--- src/rtl/pipelined_barrel_shifter_pkg.sv ---
// barrel_shift_pkg: mode codes and elaboration helpers for the pipelined barrel shifter.
// Contents: MODE_* encodings for i_mode, clog2, and the level-to-stage mapping.
// Levels are split evenly across stages. Any remainder levels go to the earliest stages.
package barrel_shift_pkg;
  localparam logic [1:0] MODE_SLL = 2'b00;
  localparam logic [1:0] MODE_SRL = 2'b01;
  localparam logic [1:0] MODE_SRA = 2'b10;
  localparam logic [1:0] MODE_ROL = 2'b11;
  function automatic int clog2(input int v);
    int r;
    r = 0;
    for (int i = 0; i < 31; i++) if ((1 << i) < v) r = i + 1;
    return r;
  endfunction
  function automatic int stage_first(input int s, input int levels, input int stages);
    return s * (levels / stages) + ((s < levels % stages) ? s : levels % stages);
  endfunction
  function automatic int level_stage(input int k, input int levels, input int stages);
    int r;
    r = 0;
    for (int s = 1; s < stages; s++) if (stage_first(s, levels, stages) <= k) r = s;
    return r;
  endfunction
endpackage

--- src/rtl/pipelined_barrel_shifter_if.sv ---
// pipelined_barrel_shifter_if: valid/ready stream bundle for the barrel shifter.
// Input side: i_valid, i_ready, i_bits, i_shift, i_mode. Output side: o_valid, o_ready, o_bits.
// Modports: master = producer/consumer (testbench or datapath), slave = shifter.
interface pipelined_barrel_shifter_if
  import barrel_shift_pkg::*;
#(
  parameter int WIDTH = 8,
  parameter int SW    = clog2(WIDTH)
);
  logic             i_valid;
  logic             i_ready;
  logic [WIDTH-1:0] i_bits;
  logic [SW-1:0]    i_shift;
  logic [1:0]       i_mode;
  logic             o_valid;
  logic             o_ready;
  logic [WIDTH-1:0] o_bits;
  modport master (output i_valid, i_bits, i_shift, i_mode, o_ready, input i_ready, o_valid, o_bits);
  modport slave  (input i_valid, i_bits, i_shift, i_mode, o_ready, output i_ready, o_valid, o_bits);
endinterface

--- src/rtl/pipelined_barrel_shifter_level.sv ---
// barrel_shift_level: one combinational mux level that shifts by AMT when en is set.
// Ports: i_data (in), en (in), mode (in, MODE_*), o_data (out).
// Macro PIPELINED_BARREL_SHIFTER_ROTATE_EN builds the rotate path. Without it, MODE_ROL shifts like SLL.
module barrel_shift_level
  import barrel_shift_pkg::*;
#(
  parameter int WIDTH = 8,
  parameter int AMT   = 1
) (
  input  logic [WIDTH-1:0] i_data,
  input  logic             en,
  input  logic [1:0]       mode,
  output logic [WIDTH-1:0] o_data
);
  logic signed [WIDTH-1:0] sra;
  logic        [WIDTH-1:0] rol;
  always_comb begin
    sra = $signed(i_data) >>> AMT;
`ifdef PIPELINED_BARREL_SHIFTER_ROTATE_EN
    rol = (i_data << AMT) | (i_data >> (WIDTH - AMT));
`else
    rol = i_data << AMT;
`endif
    o_data = !en ? i_data
           : mode == MODE_SRL ? i_data >> AMT
           : mode == MODE_SRA ? sra
           : mode == MODE_ROL ? rol
           : i_data << AMT;
  end
endmodule

--- src/rtl/pipelined_barrel_shifter.sv ---
// pipelined_barrel_shifter: multi-mode barrel shifter with a valid/ready stream and PIPE_STAGES register stages.
// Ports: clk, rst (synchronous, active-low), bus (pipelined_barrel_shifter_if.slave).
// Macro PIPELINED_BARREL_SHIFTER_ROTATE_EN makes mode 11 a rotate-left. Otherwise mode 11 acts as SLL.
module pipelined_barrel_shifter
  import barrel_shift_pkg::*;
#(
  parameter int WIDTH       = 8,
  parameter int PIPE_STAGES = 1
) (
  input logic                       clk,
  input logic                       rst,
  pipelined_barrel_shifter_if.slave bus
);
  localparam int LEVELS = clog2(WIDTH);
  typedef struct packed {
    logic [WIDTH-1:0]  data;
    logic [LEVELS-1:0] shift;
    logic [1:0]        mode;
  } beat_t;
  beat_t                  src       [PIPE_STAGES];
  beat_t                  stage_d   [PIPE_STAGES];
  beat_t                  stage_q   [PIPE_STAGES];
  logic [WIDTH-1:0]       stage_out [PIPE_STAGES];
  logic [WIDTH-1:0]       lvl_in    [LEVELS];
  logic [WIDTH-1:0]       lvl_out   [LEVELS];
  logic [PIPE_STAGES-1:0] up_vld, adv, vld_d, vld_q;
  // A stage may load whenever some stage at or after it is empty, or the consumer takes the last beat.
  // This is the unrolled advance chain, and it squeezes bubbles out while stalled.
  for (genvar s = 0; s < PIPE_STAGES; s++) begin : g_stage
    if (s == 0) begin : g_head
      assign src[s]    = {bus.i_bits, bus.i_shift, bus.i_mode};
      assign up_vld[s] = bus.i_valid;
    end else begin : g_body
      assign src[s]    = stage_q[s-1];
      assign up_vld[s] = vld_q[s-1];
    end
    assign adv[s] = bus.o_ready | ~&vld_q[PIPE_STAGES-1:s];
  end
  // Each level's partial shifts are all less than WIDTH. Amounts >= WIDTH therefore saturate through the cascade:
  // SLL and SRL reach zero, SRA reaches all sign bits, and ROL accumulates i_shift mod WIDTH.
  for (genvar k = 0; k < LEVELS; k++) begin : g_lvl
    localparam int G = level_stage(k, LEVELS, PIPE_STAGES);
    if (k == stage_first(G, LEVELS, PIPE_STAGES)) begin : g_first
      assign lvl_in[k] = src[G].data;
    end else begin : g_chain
      assign lvl_in[k] = lvl_out[k-1];
    end
    if (k == stage_first(G + 1, LEVELS, PIPE_STAGES) - 1) begin : g_last
      assign stage_out[G] = lvl_out[k];
    end
    barrel_shift_level #(.WIDTH(WIDTH), .AMT(1 << k)) u_lvl (
      .i_data (lvl_in[k]),
      .en     (src[G].shift[k]),
      .mode   (src[G].mode),
      .o_data (lvl_out[k])
    );
  end
  always_comb begin
    for (int s = 0; s < PIPE_STAGES; s++)
      stage_d[s] = adv[s] ? {stage_out[s], src[s].shift, src[s].mode} : stage_q[s];
    vld_d = (adv & up_vld) | (~adv & vld_q);
  end
  always_ff @(posedge clk) begin
    if (!rst) begin
      vld_q <= '0;
      for (int s = 0; s < PIPE_STAGES; s++) stage_q[s] <= '0;
    end else begin
      vld_q   <= vld_d;
      stage_q <= stage_d;
    end
  end
  assign bus.i_ready = adv[0];
  assign bus.o_valid = vld_q[PIPE_STAGES-1];
  assign bus.o_bits  = stage_q[PIPE_STAGES-1].data;
endmodule
--- src/flat_wrapper.sv ---
// flat-port wrapper written by rule: the top's interface ports become plain ports
module pipelined_barrel_shifter_flat import barrel_shift_pkg::*;
#(
  parameter int WIDTH       = 8,
  parameter int PIPE_STAGES = 1
)
  (clk, rst, bus_i_valid, bus_i_bits, bus_i_shift, bus_i_mode, bus_o_ready, bus_i_ready, bus_o_valid, bus_o_bits);
  pipelined_barrel_shifter_if #(.WIDTH(WIDTH)) bus_i ();
  input logic clk;
  input logic rst;
  input wire logic [$bits(bus_i.i_valid)-1:0] bus_i_valid;
  input wire logic [$bits(bus_i.i_bits)-1:0] bus_i_bits;
  input wire logic [$bits(bus_i.i_shift)-1:0] bus_i_shift;
  input wire logic [$bits(bus_i.i_mode)-1:0] bus_i_mode;
  input wire logic [$bits(bus_i.o_ready)-1:0] bus_o_ready;
  output wire logic [$bits(bus_i.i_ready)-1:0] bus_i_ready;
  output wire logic [$bits(bus_i.o_valid)-1:0] bus_o_valid;
  output wire logic [$bits(bus_i.o_bits)-1:0] bus_o_bits;
  assign bus_i.i_valid = bus_i_valid;
  assign bus_i.i_bits = bus_i_bits;
  assign bus_i.i_shift = bus_i_shift;
  assign bus_i.i_mode = bus_i_mode;
  assign bus_i.o_ready = bus_o_ready;
  assign bus_i_ready = bus_i.i_ready;
  assign bus_o_valid = bus_i.o_valid;
  assign bus_o_bits = bus_i.o_bits;
  pipelined_barrel_shifter #(.WIDTH(WIDTH), .PIPE_STAGES(PIPE_STAGES)) u_core (.clk(clk), .rst(rst), .bus(bus_i));
endmodule
--- config.mk ---
export PLATFORM = sky130hd
export DESIGN_NAME = pipelined_barrel_shifter_flat
export DESIGN_NICKNAME = d
export VERILOG_FILES = /design/src/rtl/pipelined_barrel_shifter_pkg.sv /design/src/rtl/pipelined_barrel_shifter_if.sv /design/src/rtl/pipelined_barrel_shifter_level.sv /design/src/rtl/pipelined_barrel_shifter.sv /design/src/flat_wrapper.sv
export SDC_FILE = /design/constraint.sdc
export NUM_CORES = 1
export LEC_CHECK = 0
export CORE_MARGIN = 8
export CORE_UTILIZATION = 45
export DETAILED_ROUTE_END_ITERATION = 16
export DONT_BUFFER_PORTS = 1
export GPL_TIMING_DRIVEN = 1
export PLACE_DENSITY = 0.64
export SLEW_MARGIN = 20
export SYNTH_ARGS = -nofsm -noshare
export SYNTH_HDL_FRONTEND = slang
export SYNTH_SLANG_ARGS = --single-unit
--- constraint.sdc ---
create_clock -name clk -period 3.1 [get_ports clk]
set_clock_uncertainty 0.2 [all_clocks]
set_input_delay 0.465 -clock clk [delete_from_list [all_inputs] [get_ports clk]]
set_output_delay 0.465 -clock clk [all_outputs]
set_load 0.03 [all_outputs]
== Word level (Yosys, flattened, before mapping) ==
Cells that the tools add are included.
Word-level totals
  bits in writable memories: 0
  register bits: 9
  latch bits: 0
  input bits: 17
  word-level logic and storage cells: 19
  memories: 0
  output and inout bits: 10
  memory bits (read-only): 0
Cells by class
  bitwise operators: 5
  multiply operators: 0
  shift-type cells: 0
  muxes and demuxes: 9
  equality and inequality tests: 2
  divide/modulo/power cells: 0
  $lt $le $gt $ge: 0
  reductions and logical operators: 1
  $add $sub $neg: 0
Operators with widths (count)
  $mux 8: 9
  $and 1x1->1: 2
  $eq 2x1->1 const B: 1
  $eq 2x2->1 const B: 1
  $or 1x1->1: 2
  $logic_not 1->1: 1
  $not 1->1: 1

== Logic depth before layout (Yosys ltp) ==
  depth in word-level cells: 10
  mapped depth: 7
  gate-level depth less buffers: 5

== Hierarchy ==
From an unflattened synthesis, not the netlist that was laid out.
Unflattened totals
  cells, all modules: 137
  area, all modules: 1016.0 um^2
Modules (own cells, without submodules)
  pipelined_barrel_shifter: sequential area each 180.2 um^2, times used 1, cells an instance 39, area each 381.6 um^2
  barrel_shift_level at u_core.g_lvl[2].u_lvl: sequential area each 0.0 um^2, times used 1, cells an instance 38, area each 232.7 um^2
  barrel_shift_level at u_core.g_lvl[1].u_lvl: sequential area each 0.0 um^2, times used 1, cells an instance 31, area each 206.4 um^2
  barrel_shift_level at u_core.g_lvl[0].u_lvl: sequential area each 0.0 um^2, times used 1, cells an instance 29, area each 195.2 um^2

== Least setup slack after synthesis ==
No wires, ideal clock.
  path type: input to register
  start point: input bus_i_mode[1]
  end point: register u_core.stage_q (netlist bit u_core.bus.o_bits[3])
  data required time: 2.841 ns
  stages on the path: 6
  path slack: 1.181 ns
  path buffers: 1
  setup time: 0.059 ns
  arrival time: 1.660 ns
  cell sequence: buf_4 xnor2_4 mux2i_1 mux4_2 nor2_1 o221a_2
On the way
  cells in the longest elaborated chain, start to end: 10
  elaborated cells on any way between the ends: 11
  classes of those cells: eq/ne: 2; mux: 9
Ends and longest elaborated chain
  start, declared: RTL line flat_wrapper.sv:14  | input wire logic [$bits(bus_i.i_mode)-1:0] bus_i_mode;
  $eq 2x2->1: RTL line pipelined_barrel_shifter_level.sv:26  | : mode == MODE_SRA ? sra
  $mux 8: RTL line pipelined_barrel_shifter_level.sv:26
  $mux 8: RTL line pipelined_barrel_shifter_level.sv:25  | : mode == MODE_SRL ? i_data >> AMT
  $mux 8: RTL line pipelined_barrel_shifter_level.sv:24  | o_data = !en ? i_data
  $mux 8: RTL line pipelined_barrel_shifter_level.sv:26
  $mux 8: RTL line pipelined_barrel_shifter_level.sv:25
  $mux 8: RTL line pipelined_barrel_shifter_level.sv:24
  $mux 8: RTL line pipelined_barrel_shifter_level.sv:26
  $mux 8: RTL line pipelined_barrel_shifter_level.sv:25
  $mux 8 (*): RTL line pipelined_barrel_shifter_level.sv:24
  end signal, assigned: RTL line pipelined_barrel_shifter.sv:69  | stage_q <= stage_d;
  end, declared: RTL line pipelined_barrel_shifter.sv:22  | beat_t stage_q [PIPE_STAGES];
Mark *: on every way between the ends. The rest lies on a longest branch, timed or not.
A chain may end at the register's enable or synchronous reset.

==> impl_results.md <==
* Ratio of cells with drive above 1 in the final layout at 0.0862
* Final ANT Viol Nets at 0
* Number of cells traversed by the worst register-to-register path at 5
* Largest driver fanout on the critical path at 12
* Max Clock Freq at around 480 MHz
* Die area at between 3000 and 4000 sq um
* Count of instances resized after the clock tree is built at 0
* CP Launch Type: register
* Endpoint of the worst register-to-register path: u_core.bus.o_bits[3]
* GR Layer Usage met2 at 0.217
* Final nets at roughly 130
* Cts-stage hold buffer count at 0
* Status: completed
* TritonCTS clock tree: yes
* Antenna diodes at 0
* Number of nets in the synthesized netlist at roughly 140
* Maximum number of pins on one net before global-route repair at 20
* Static power due to leakage at 0.347 nW
* Met1 routing resource usage after global routing at 0.194
* Post-synthesis instance area at between 900 and 1000 sq um
* Count of mapped cells out of synthesis at 121
* Final hold violation count at 0
* Pre-antenna DRT Iters at 6
* Row Count at 16
* Total setup violations reported at the end of the flow at 0
* Buffer count from post-CTS setup fixing at 0
* Cell type with the highest aggregate area in the netlist: sky130_fd_sc_hd__dfxtp_1
* Dominant cells by area after synthesis: sky130_fd_sc_hd__dfxtp_1, sky130_fd_sc_hd__mux2i_1, sky130_fd_sc_hd__o21ai_0
* CTS Sinks at 9
* Worst hold stages at 1
* Number of different library cells in the post-synthesis netlist at 39
* Slew at the pin closest to its max-slew limit at 0.537 ns
* Starting density of the core at 0.469
* Max IR drop VDD at ~0.17 mV
* Mean routed wirelength per cell at about 19 um
* IO Port Bufs at 0
* Post-detailed-route via-to-cell ratio at ~6.6
* DRC violation count after routing at 0
* Part of the Yosys area used for sequential elements at 0.200
* Count of pins over their slew limit at 0
* Number of antenna violations at the first check in global routing at 0
* Total Power at about 340 uW
* Unrepaired setup endpoints after global routing: no
* Relative slew margins at 0.642
* Setup total negative slack at 0 ns
* Number of flip-flops and latches in the synthesized netlist at 9
* Source of the worst hold timing path: rst
* Met3 GRT Util at 0.0742
* Max Cap Viol at 0
* Longest Clk Path Bufs at 2
* Post-synth ARST share at 0
* Syn_area_per_cell at 7.46 sq um
* Minimum setup slack among reg-to-reg paths at around 1.2 ns
* Global routing's busiest layer: met2
* Count of flip-flops with a built-in enable after synthesis at 0
* Post-place setup slack at roughly 1.1 ns
* Most used DFF post-synth: sky130_fd_sc_hd__dfxtp_1
* Post-route clock period utilization at 0.666
* Startpoint-to-endpoint class of the critical path: register to output pin
* Worst hold path class: primary input to register
* Warning count from the yosys run at 0
* Proportion of netlist area held by the largest area contributor at 0.200
* First-pass GRT wire length at between 4000 and 5000 um
* Detailed Route WL at between 2000 and 3000 um
* Data required time of the worst path at approximately 2.4 ns
* IO Count at 27
* Global placer's final weighted congestion at around 0.86
* Starting DRT DRC Count at 32
* Total number of vias at 942
* Overflow left after global routing at 0
* Vias in the first global route at roughly 870
* DIE WIDTH at between 60 and 70 um
* Number of CTS-inserted buffers at 3
* Clock transition time at the flip-flop clock pins of the worst setup and hold paths at ~0.060 ns
* Type of destination of the critical path: output pin
* Pwr/cell area at 373 nW/um^2
* Setup slack of the critical path after layout at 1.04 ns
* Core occupancy in the finished layout at 0.478
* Clk Latency, worst-skew pair at 0.26 ns
* Gr usage total at 0.156
* Y dimension of the die at roughly 61 um
* Clock root cell: sky130_fd_sc_hd__clkbuf_4
* Min cycle time layout at between 2 and 2.5 ns
* Detailed placer's ending HPWL at roughly 2000 um
* Number of H-tree branching levels at 1
* Relative area change from synthesis to final layout at 1.80%
* Arrival time reported for the critical path endpoint at around 1.4 ns
* Core box area at 1920 sq um
==> Yosys cell counts, drive strengths merged, types with 2 or more instances <==
| cell type | number |
|---|---|
| a221oi | 2 |
| mux2i | 7 |
| o21ai | 11 |
| a31oi | 8 |
| inv | 8 |
| buf | 6 |
| o31ai | 2 |
| dfxtp | 9 |
| clkbuf | 5 |
| nor2 | 6 |
| nand2b | 3 |
| o21a | 2 |
| nor2b | 2 |
| nand2 | 10 |
| o221a | 3 |
| o211ai | 4 |
| a21oi | 9 |
| nor3 | 5 |
| nand3 | 3 |
==> kinds of logic after synthesis <==
group / synth area share
AO/OA/AOI/OAI: 0.386
AND/OR/NAND/NOR: 0.161
buffers and inverters: 0.0985
multiplexers: 0.115
flip-flops: 0.200
XOR/XNOR: 0.0402
==> through the flow <==
stage,cells,area (sq um),hold slack (ns)
final,143,918,0.125
after global routing,143,918,0.119
after CTS,143,918,0.123
after detailed placement,139,892,0.397
after global placement,139,892,0.386
after floorplan,121,902,0.389
==> worst max-delay path by stage <==
| stage | start | end | slack (ns) | depth (start not counted) |
|---|---|---|---|---|
| after floorplan | bus_i_mode[1] | u_core.bus.o_bits[3] | 1.18 | 6 |
| after global placement | bus_i_mode[0] | u_core.bus.o_bits[3] | 1.11 | 5 |
| after detailed placement | bus_i_mode[0] | u_core.bus.o_bits[3] | 1.07 | 5 |
| after CTS | register | bus_i_ready | 1.02 | 3 |
| after global routing | register | bus_i_ready | 0.94 | 3 |
| final | register | bus_i_ready | 1.04 | 3 |
==> routing by layer <==
layer | vias up | share of wire
met5 | - | 0
met2 | 56 | 0.44
met3 | 4 | 0.15
met4 | 0 | 0.0089
met1 | 426 | 0.40
li1 | 456 | -
==> cell usage in the layout (no fill, tap or decap), drive strengths merged <==
master / instances
o21a: 2
o21ai: 11
a41o: 1
nor2b: 2
mux4: 1
inv: 8
o2111ai: 1
xor2: 1
nand3b: 1
a211o: 1
o31ai: 2
xnor2: 1
a21oi: 9
nand3: 3
a221oi: 2
buf: 2
or3: 1
nor3: 5
a22oi: 1
mux2: 1
nand2b: 3
nor2: 6
nand2: 10
a2bb2oi: 1
o221ai: 1
a32oi: 1
a31oi: 8
o221a: 3
a211oi: 1
o311ai: 1
mux2i: 7
clkbuf: 4
dfxtp: 9
o211ai: 4
a41oi: 1
==> final cells by class <==
type | count | area [sq um]
fillers | 200 | 1000
multi-input cells | 93 | 633
flip-flops and latches | 9 | 180
well taps | 27 | 33.8
inverters | 8 | 30.0
clock buffers | 4 | 26.3
repair buffers | 2 | 15.0
==> power by group <==
group	total (mW)	internal, mW	switching, mW
sequential	0.154	0.127	0.0279
combinational	0.0981	0.0465	0.0516
clock	0.0902	0.0496	0.0406
==> worst max-delay path, cell delays in order (launching register included) <==
cell and delay (ns):
sky130_fd_sc_hd__dfxtp_1 0.40, sky130_fd_sc_hd__nor2b_1 0.18, sky130_fd_sc_hd__buf_4 0.15, sky130_fd_sc_hd__inv_1 0.40
(Power assumes the default switching activity.)
